`src/rtl/operand_stage.sv`:
```
// operand_stage: 8 x 16-bit register file feeding an ALU operand stage.
// A command is accepted in IDLE, A and B are fetched on the next two edges,
// and the operands are held in OUT until the ALU consumes them.
// Optional build macro: OPERAND_BYPASS_EN. When defined, a write on the same
// edge as an operand fetch forwards WriteData into the operand register.
//
// state  | meaning
// IDLE   | waiting for a command, InReady=1
// READ_A | fetching A from R[ReadNumA latched]
// READ_B | fetching B from R[ReadNumB latched]
// OUT    | operands valid, waiting for OutReady
module operand_stage (
  input  logic        clk,
  input  logic        rst_n,
  input  logic        InValid,
  output logic        InReady,
  input  logic [2:0]  ReadNumA,
  input  logic [2:0]  ReadNumB,
  input  logic [1:0]  ShiftIn,
  input  logic [1:0]  AluOpIn,
  input  logic        AselIn,
  input  logic        BselIn,
  input  logic [4:0]  Imm5In,
  input  logic        WriteEn,
  input  logic [2:0]  WriteNum,
  input  logic [15:0] WriteData,
  output logic        OutValid,
  input  logic        OutReady,
  output logic [15:0] Ain,
  output logic [15:0] Bin,
  output logic [1:0]  AluOp
);

  typedef enum logic [1:0] {IDLE, READ_A, READ_B, OUT} state_t;

  state_t      state_q, state_d;
  logic [15:0] rf_q [8];
  logic [15:0] rf_d [8];
  logic [15:0] a_q, a_d;
  logic [15:0] b_q, b_d;
  logic [2:0]  ra_q, ra_d;
  logic [2:0]  rb_q, rb_d;
  logic [1:0]  shift_q, shift_d;
  logic [1:0]  op_q, op_d;
  logic        asel_q, asel_d;
  logic        bsel_q, bsel_d;
  logic [4:0]  imm_q, imm_d;
  logic [15:0] rd_a, rd_b;
  logic [15:0] b_shifted;

  // Register-file read ports, with optional same-edge write forwarding.
  always_comb begin
    rd_a = rf_q[ra_q];
    rd_b = rf_q[rb_q];
`ifdef OPERAND_BYPASS_EN
    if (WriteEn && (WriteNum == ra_q)) rd_a = WriteData;
    if (WriteEn && (WriteNum == rb_q)) rd_b = WriteData;
`else
    // The register file updates at the same edge; the fetch sees the old value.
`endif
  end

  // Next-state logic for the FSM, command latch, operands and register file.
  always_comb begin
    state_d = state_q;
    rf_d    = rf_q;
    a_d     = a_q;
    b_d     = b_q;
    ra_d    = ra_q;
    rb_d    = rb_q;
    shift_d = shift_q;
    op_d    = op_q;
    asel_d  = asel_q;
    bsel_d  = bsel_q;
    imm_d   = imm_q;
    if (WriteEn) rf_d[WriteNum] = WriteData;
    case (state_q)
      IDLE: begin
        if (InValid) begin
          ra_d    = ReadNumA;
          rb_d    = ReadNumB;
          shift_d = ShiftIn;
          op_d    = AluOpIn;
          asel_d  = AselIn;
          bsel_d  = BselIn;
          imm_d   = Imm5In;
          state_d = READ_A;
        end
      end
      READ_A: begin
        a_d     = rd_a;
        state_d = READ_B;
      end
      READ_B: begin
        b_d     = rd_b;
        state_d = OUT;
      end
      OUT: begin
        if (OutReady) state_d = IDLE;
      end
      default: state_d = IDLE;
    endcase
  end

  // State and data registers with asynchronous clear.
  always_ff @(posedge clk or negedge rst_n) begin
    if (!rst_n) begin
      state_q <= IDLE;
      for (int i = 0; i < 8; i++) rf_q[i] <= '0;
      a_q     <= '0;
      b_q     <= '0;
      ra_q    <= '0;
      rb_q    <= '0;
      shift_q <= '0;
      op_q    <= '0;
      asel_q  <= 1'b0;
      bsel_q  <= 1'b0;
      imm_q   <= '0;
    end else begin
      state_q <= state_d;
      rf_q    <= rf_d;
      a_q     <= a_d;
      b_q     <= b_d;
      ra_q    <= ra_d;
      rb_q    <= rb_d;
      shift_q <= shift_d;
      op_q    <= op_d;
      asel_q  <= asel_d;
      bsel_q  <= bsel_d;
      imm_q   <= imm_d;
    end
  end

  // Operand shaping from registered state only.
  always_comb begin
    case (shift_q)
      2'b00:   b_shifted = b_q;
      2'b01:   b_shifted = {b_q[14:0], 1'b0};
      2'b10:   b_shifted = {1'b0, b_q[15:1]};
      default: b_shifted = {b_q[15], b_q[15:1]};
    endcase
    Ain      = asel_q ? 16'h0000 : a_q;
    Bin      = bsel_q ? {11'b0, imm_q} : b_shifted;
    AluOp    = op_q;
    InReady  = (state_q == IDLE);
    OutValid = (state_q == OUT);
  end

endmodule
```
`config.mk`:
```
export PLATFORM = sky130hd
export DESIGN_NAME = operand_stage
export DESIGN_NICKNAME = d
export VERILOG_FILES = /design/src/rtl/operand_stage.sv
export SDC_FILE = /design/constraint.sdc
export NUM_CORES = 1
export LEC_CHECK = 0
export CAP_MARGIN = 10
export CELL_PAD_IN_SITES_DETAIL_PLACEMENT = 1
export CELL_PAD_IN_SITES_GLOBAL_PLACEMENT = 1
export CORE_MARGIN = 3
export CORE_UTILIZATION = 43
export DETAILED_ROUTE_END_ITERATION = 12
export PLACE_DENSITY_LB_ADDON = 0.1
export SKIP_LAST_GASP = 1
export SLEW_MARGIN = 20
export SYNTH_ARGS = -nofsm -noshare
export SYNTH_HDL_FRONTEND = slang
export SYNTH_SLANG_ARGS = --single-unit
```
`constraint.sdc`:
```
create_clock -name clk -period 2.35 [get_ports clk]
set_input_delay 0.3525 -clock clk [delete_from_list [all_inputs] [get_ports clk]]
set_output_delay 0.3525 -clock clk [all_outputs]
set_load 0.03 [all_outputs]
```
==> results.yml <==
sta:
  layout_min_cycle_time_ns: 2.24
  final_critical_path_setup_slack_ns: 0.114
  unrepaired_setup_endpoints_after_global_routing: "no"
  finalCritPeriodShare: 0.951
  worst_clock_skew_ns: 0.0114
  setup-violations-final: 0
  final.setup.tns_ns: 0
  final-hold-violation-count: 0
  number_of_pins_with_negative_max_slew_slack_in_the_final_report: 0
  tightestPinTransition_ns: 0.684
  slew_headroom: 0.544
  clock.fmax_mhz: 447
detailed_routing:
  postRouteAntennaNets: 0
  wirelength_um: 28900
  first_iter_violations: 391
  vias: 6744
  drt-vias-per-instance: 5.91
  detail_route.first_pass.iterations: 4
  wire_per_inst_um: 25.4
  post-route-drc-count: 0
placed_design:
  dp_hpwl_um: 18500
  port_buffers: 76
  gp_congestion: 0.775
  detailedPlace.worstSlack_ns: 0.132
clock_tree:
  tritoncts.num_buffers: 17
  cts.sinks: 179
  cts_tree: "built"
  cts.root.buffer_cell: "clkbuf_16"
  clockBufferDepth: 2
  cts.clk_slew.worst_paths_ns: 0.07
  clock_latency_ns: 0.44
  cts.htree.levels: 4
floorplanning:
  die_area_sq_um: 24300
  chipWidth_um: 156
  chipHeight_um: 156
  initial_standard_cell_utilization_of_the_core: 0.440
  core.rowCount: 54
  core_sq_um: 22000
  floorplan.io_pins: 77
yosys:
  fraction_of_synthesis_flops_using_an_asynchronous_set_or_reset_pin: 1.00
  synth_edf_count: 0
  yosysSeqAreaShare: 0.463
  share_of_synthesized_area_spent_on_multiplexers: 0.305
  synth.avg_cell_area_sq_um: 12.5
  synth_nets: 821
  yosys_warnings: 0
  post_synth_instance_area_sq_um: 9660
  post_synthesis_xor_xnor_area_fraction: 0.000906
  post_synthesis_adder_cell_area_fraction: 0.00647
  synth_top_family_by_area: "multiplexers"
  ys_seq_elements: 179
  synth.distinct_cells: 30
  synthCells: 775
  synth_simple_gate_area_share: 0.0945
  synth_compound_gate_area_share: 0.0919
  synth_ff_type: "dfrtp_1"
critical_path:
  worstPathRequired_ns: 2.00
  critPathMaxFanout: 17
  cp-end-kind: "output port"
  regToRegStartpoint: "rb_q[0]"
  setup.worst_path.class: "flip-flop to output port"
  worst-endpoint-arrival_ns: 1.88
  crit_start: "asel_q"
  start_kind: "flip-flop"
layout:
  final_core_utilization: 0.523
  flow.area_growth_from_synthesis_pct: 18.9
  layout.cells.most_common_list: "175 x dfrtp_1, 150 x mux2_2, 111 x mux2i_1"
  final_nets: 894
  layout_commonest_cell: "dfrtp_1"
  drive_above_1_share: 0.285
job:
  max_cap_violations: 0
grt:
  first_pass_grt_wire_length_um: 45500
  grt_max_degree: 62
  gr-usage-all-layers: 0.245
  antenna_found_initial: 0
  grt_pass1_vias: 7480
  grt_remaining_overflow: 0
worst_hold_path:
  holdCritPathClass: "input port to asynchronous set/reset pin"
run_status:
  run_status: "finished clean"
power:
  total_power_uw: 15400
  power_per_cell_area_nw_per_um2: 1340
  power_leakage_uw: 0.00517
  vdd.ir_drop.worst_mv: 0.574
-- worst max-delay path, stage by stage, from the launching register on --
cell,delay [ns]
dfrtp_2,0.56
nor2b_1,0.20
clkdlybuf4s50_1,0.69
-- path summary, 6_finish.rpt --
check	endpoint	slack [ns]	cells after the start
max in group asynchronous	asel_q	1.21	3
worst max register to register	b_q[0]	0.42	4
worst min-delay path	rf_q[8]	0.42	2
worst max-delay path	Ain[14]	0.11	2
min in group clk	imm_q[1]	0.50	1
worst min register to register	imm_q[1]	0.50	1
-- power breakdown --
group	total, uW	leakage (uW)	switching, uW	internal [uW]
sequential	5190	0.00215	1160	4030
clock	2920	0.000278	1260	1660
combinational	7330	0.00273	3900	3430
-- metrics by stage --
step	hold slack [ns]	std cells	cell area, sq um
6_report	0.419	1141	11500
5_1_grt	0.452	1140	11500
4_1_cts	0.430	1140	11500
3_5_place_dp	0.305	1108	10900
3_3_place_gp	0.295	1108	10900
2_1_floorplan	0.0569	775	9660
-- kinds of logic after synthesis --
| family | after synthesis |
|---|---|
| AO/OA/AOI/OAI | 104 |
| XOR/XNOR | 1 |
| adder cells (fa/ha/maj) | 5 |
| buffers and inverters | 67 |
| flip-flops | 179 |
| multiplexers | 271 |
| AND/OR/NAND/NOR | 148 |
-- registers in the layout (all words and copies together), names as in the netlist, 2 cells and up --
register / count
rf_q: 128
AluOp: 2
rb_q: 3
a_q: 16
ra_q: 3
imm_q: 5
b_q: 16
state_q: 2
shift_q: 2
-- layout make-up --
cell class                      instances  area [sq um]
Tap cell                              280           350
Clock inverter                         10           125
Inverter                                4          15.0
Antenna cell                            1          2.50
Sequential cell                       179          4490
Clock buffer                           21           470
Timing Repair Buffer                  117          1220
Multi-Input combinational cell        529          4820
Fill cell                            2223         10500
-- synthesized netlist by cell type, types with 3 or more instances --
cell / number / area (sq um)
clkbuf_1: 18 / 67.6
ha_1: 5 / 62.6
a41o_1: 32 / 320
a211o_1: 32 / 280
inv_1: 4 / 15.0
buf_4: 12 / 90.1
buf_2: 27 / 135
nor2b_1: 82 / 513
nand2_1: 8 / 30.0
mux2_4: 10 / 150
mux2_2: 150 / 1690
o21ai_0: 4 / 20.0
nor2_1: 15 / 56.3
a22oi_1: 33 / 248
nand3_1: 32 / 160
dfrtp_1: 179 / 4480
mux2i_1: 111 / 1110
nand4b_2: 3 / 45.0
buf_1: 3 / 11.3
-- per-layer routing --
metal | global-route usage | vias to the layer above | share of wire
met3 | 0.0330 | 39 | 0.030
met4 | 0.0681 | 0 | 0.017
met2 | 0.422 | 154 | 0.51
met5 | 0 | - | 0
li1 | - | 3011 | -
met1 | 0.327 | 3540 | 0.45
-- timing repair --
item,in CTS,in global routing
resized for setup,17,1
endpoints found under the setup margin,31,1
hold endpoints to repair,37,0
setup buffers,0,0
hold buffers,1,0
pin swaps,0,0
Power figures use the tool's default switching activity.
==> edit (same flow settings) <==
The 4 states of `state_t` get a one-hot encoding in 4 bits.
--- a/src/rtl/operand_stage.sv
+++ b/src/rtl/operand_stage.sv
@@ -33,3 +33,3 @@
 
-  typedef enum logic [1:0] {IDLE, READ_A, READ_B, OUT} state_t;
+  typedef enum logic [3:0] {IDLE = 4'b0001, READ_A = 4'b0010, READ_B = 4'b0100, OUT = 4'b1000} state_t;
 
Formal check against the unedited RTL: same outputs for any inputs over 4 cycles, from zero or initial values and one cycle with rst_n low; so few cycles prove little.
==> edit against the original RTL <==
- power is 5.6% lower
- sequential share of layout area is 0.93 points higher
- clock skew is 1.2 ps lower
- area after synthesis is 0.41% lower
- wire length is 9.2% lower
- worst setup slack worse by 15 ps
- die area is 0.40% lower
- critical path type unchanged
- critical endpoint is now Bin[1]
- register-to-register slack better by 140 ps
- sequential cell count is 2 higher
- final area is 1.3% lower
- combinational power is 5.6% lower
- fmax is 0.65% lower
==> edit: results (changes against the original RTL) <==
Run status
  • Status: finished, final reports clean

Setup path
  • FF-to-FF Start: state_q[0]
  • R2r setup slk: 560 ps (+140 ps)
  • Critical-path top delay cell: dfrtp_1
  • Arr. time, crit path: 1900 ps (+20 ps)
  • Slowest stage delay, CP: 380 ps (-310 ps)
  • CP Max Fanout: 18 (+1)
  • FF-to-FF End: shift_q[0]
  • Reg2Reg Depth: 3 (-1)

Power and ir drop
  • Leak: 0.00498 uW (-3.5%)
  • Peak supply drop: 0.695 mV (+21%)

Timing
  • Slew headroom: 0.626 (+0.0815)
  • Tmin final: 2250 ps (+14.5 ps)
  • Setup Skew: 10.2 ps (-1.19 ps)

Finish
  • Fraction of layout cells with a size suffix above 1: 0.380 (+0.0950)
  • Antenna diode count: 0 (-1)
  • Number of fill cells: 2203 (-0.90%)
  • Net count, final: 852 (-4.7%)

Synthesis
  • Synth cell count leaders: mux2_2, dfrtp_1, mux2i_1, nand2_1
  • YS warnings: 0 (unchanged)
  • Cells after Synth: 738 (-4.8%)
  • Top cells by area, synth: dfrtp_1, mux2_2, mux2i_1
  • Register area share after synthesis: 0.471 (+0.00726)
  • Syn Nets: 779 (-5.1%)
  • Post-synth ARST share: 1.00 (unchanged)
  • Synth unique cells: 35 (+17%)

Place
  • GP Congestion: 0.744 (-4.1%)
  • # placed instances: 1071 (-3.3%)
  • Hpwl dp: 16400 um (-11%)
  • Pre-CTS worst setup slack: -0.860 ps (-133 ps)

Drt
  • Final wirelength: 26300 um (-9.2%)
  • 1st-iter DRT viols: 260 (-34%)
  • Wire length per cell: 23.8 um (-6.2%)
  • Via count: 6348 (-5.9%)

Clock network
  • Clock-pin slew on the worst setup and hold paths: 70 ps (about the same)
  • Clock latency on the worst-skew pair: 420 ps (-20 ps)
  • Clock Tree Root: clkbuf_16

Global routing
  • First-pass GRT wire length: 41100 um (-9.6%)
  • Pin count of the biggest net entering global routing: 66 (+6.5%)
  • Vias in the first global route: 6940 (-7.2%)
  • Initial antenna violation count: 0 (unchanged)
  • Total track usage: 0.221 (-0.0241)
## edit: changes by cell type after synthesis, sizes merged, moves of 10 or more
cell	unedited run	this run
nand3	32	0
a211o	32	0
o31ai	0	33
a22oi	33	1
a41o	32	0
o22ai	1	32
nor2b	82	19
nand2	8	42
a22o	0	32
mux2	160	223
buf	45	35
mux2i	111	78
## edit: area by class of cell
type,count,share of cell area
clock buffer,20,0.0403
clock inverter,12,0.00926
inverter,2,0.000662
multi-input combinational,501,0.421
sequential,181,0.400
tap,280,0.0309
timing repair buffer,108,0.0978
## edit: cells by family after synthesis
| kind of cell | count (synthesis) | share of synthesized area |
|---|---|---|
| AOI/OAI and AO/OA | 107 | 0.0939 |
| DFF | 181 | 0.471 |
| muxes | 301 | 0.345 |
| buffers and inverters | 56 | 0.0328 |
| and+or+nand+nor | 93 | 0.0575 |
## edit: per-layer routing
metal,vias up,GRT usage,wire [um]
li1,2876,-,-
met1,3363,0.303,12300
met2,93,0.380,13100
met3,16,0.0291,722
met4,0,0.0475,201
met5,-,0,0
## edit: worst max-delay path by stage
stage	from	to	cells after the start
finish	shift_q[0]	Bin[1]	5
global route	shift_q[0]	Bin[1]	5
CTS	shift_q[0]	Bin[1]	5
detailed placement	shift_q[1]	Bin[1]	3
global placement	shift_q[1]	Bin[4]	3
floorplan	state_q[0]	AluOp[0]	4
## edit: metrics by stage
step           utilization  total power [uW]  cell area (um^2)  hold WS (ps)
6_report             0.518             14600             11300           392
5_1_grt              0.518             15400             11300           415
4_1_cts              0.518             14700             11300           391
3_5_place_dp         0.493             12000             10800           280
3_3_place_gp         0.493             11800             10800           274
2_1_floorplan            -              9710              9620          56.9
## edit: timing repair
item,4_1_cts,5_1_grt
gates cloned,0,0
endpoints found under the hold margin,29,0
endpoints found under the setup margin,18,2
resized for setup,17,5
hold buffers,1,0
## edit: power by group
group	internal [uW]	total (uW)	switching [uW]
clock network	1520	2730	1210
logic	3280	6920	3640
registers	4050	4920	867
total	8850	14600	5720
## edit: critical path, delay by kind of cell, from the launching register on
kind | cells | cell delay [ps]
flip-flops | 1 | 380
buffers and inverters | 2 | 530
AO/OA/AOI/OAI | 1 | 110
multiplexers | 2 | 480
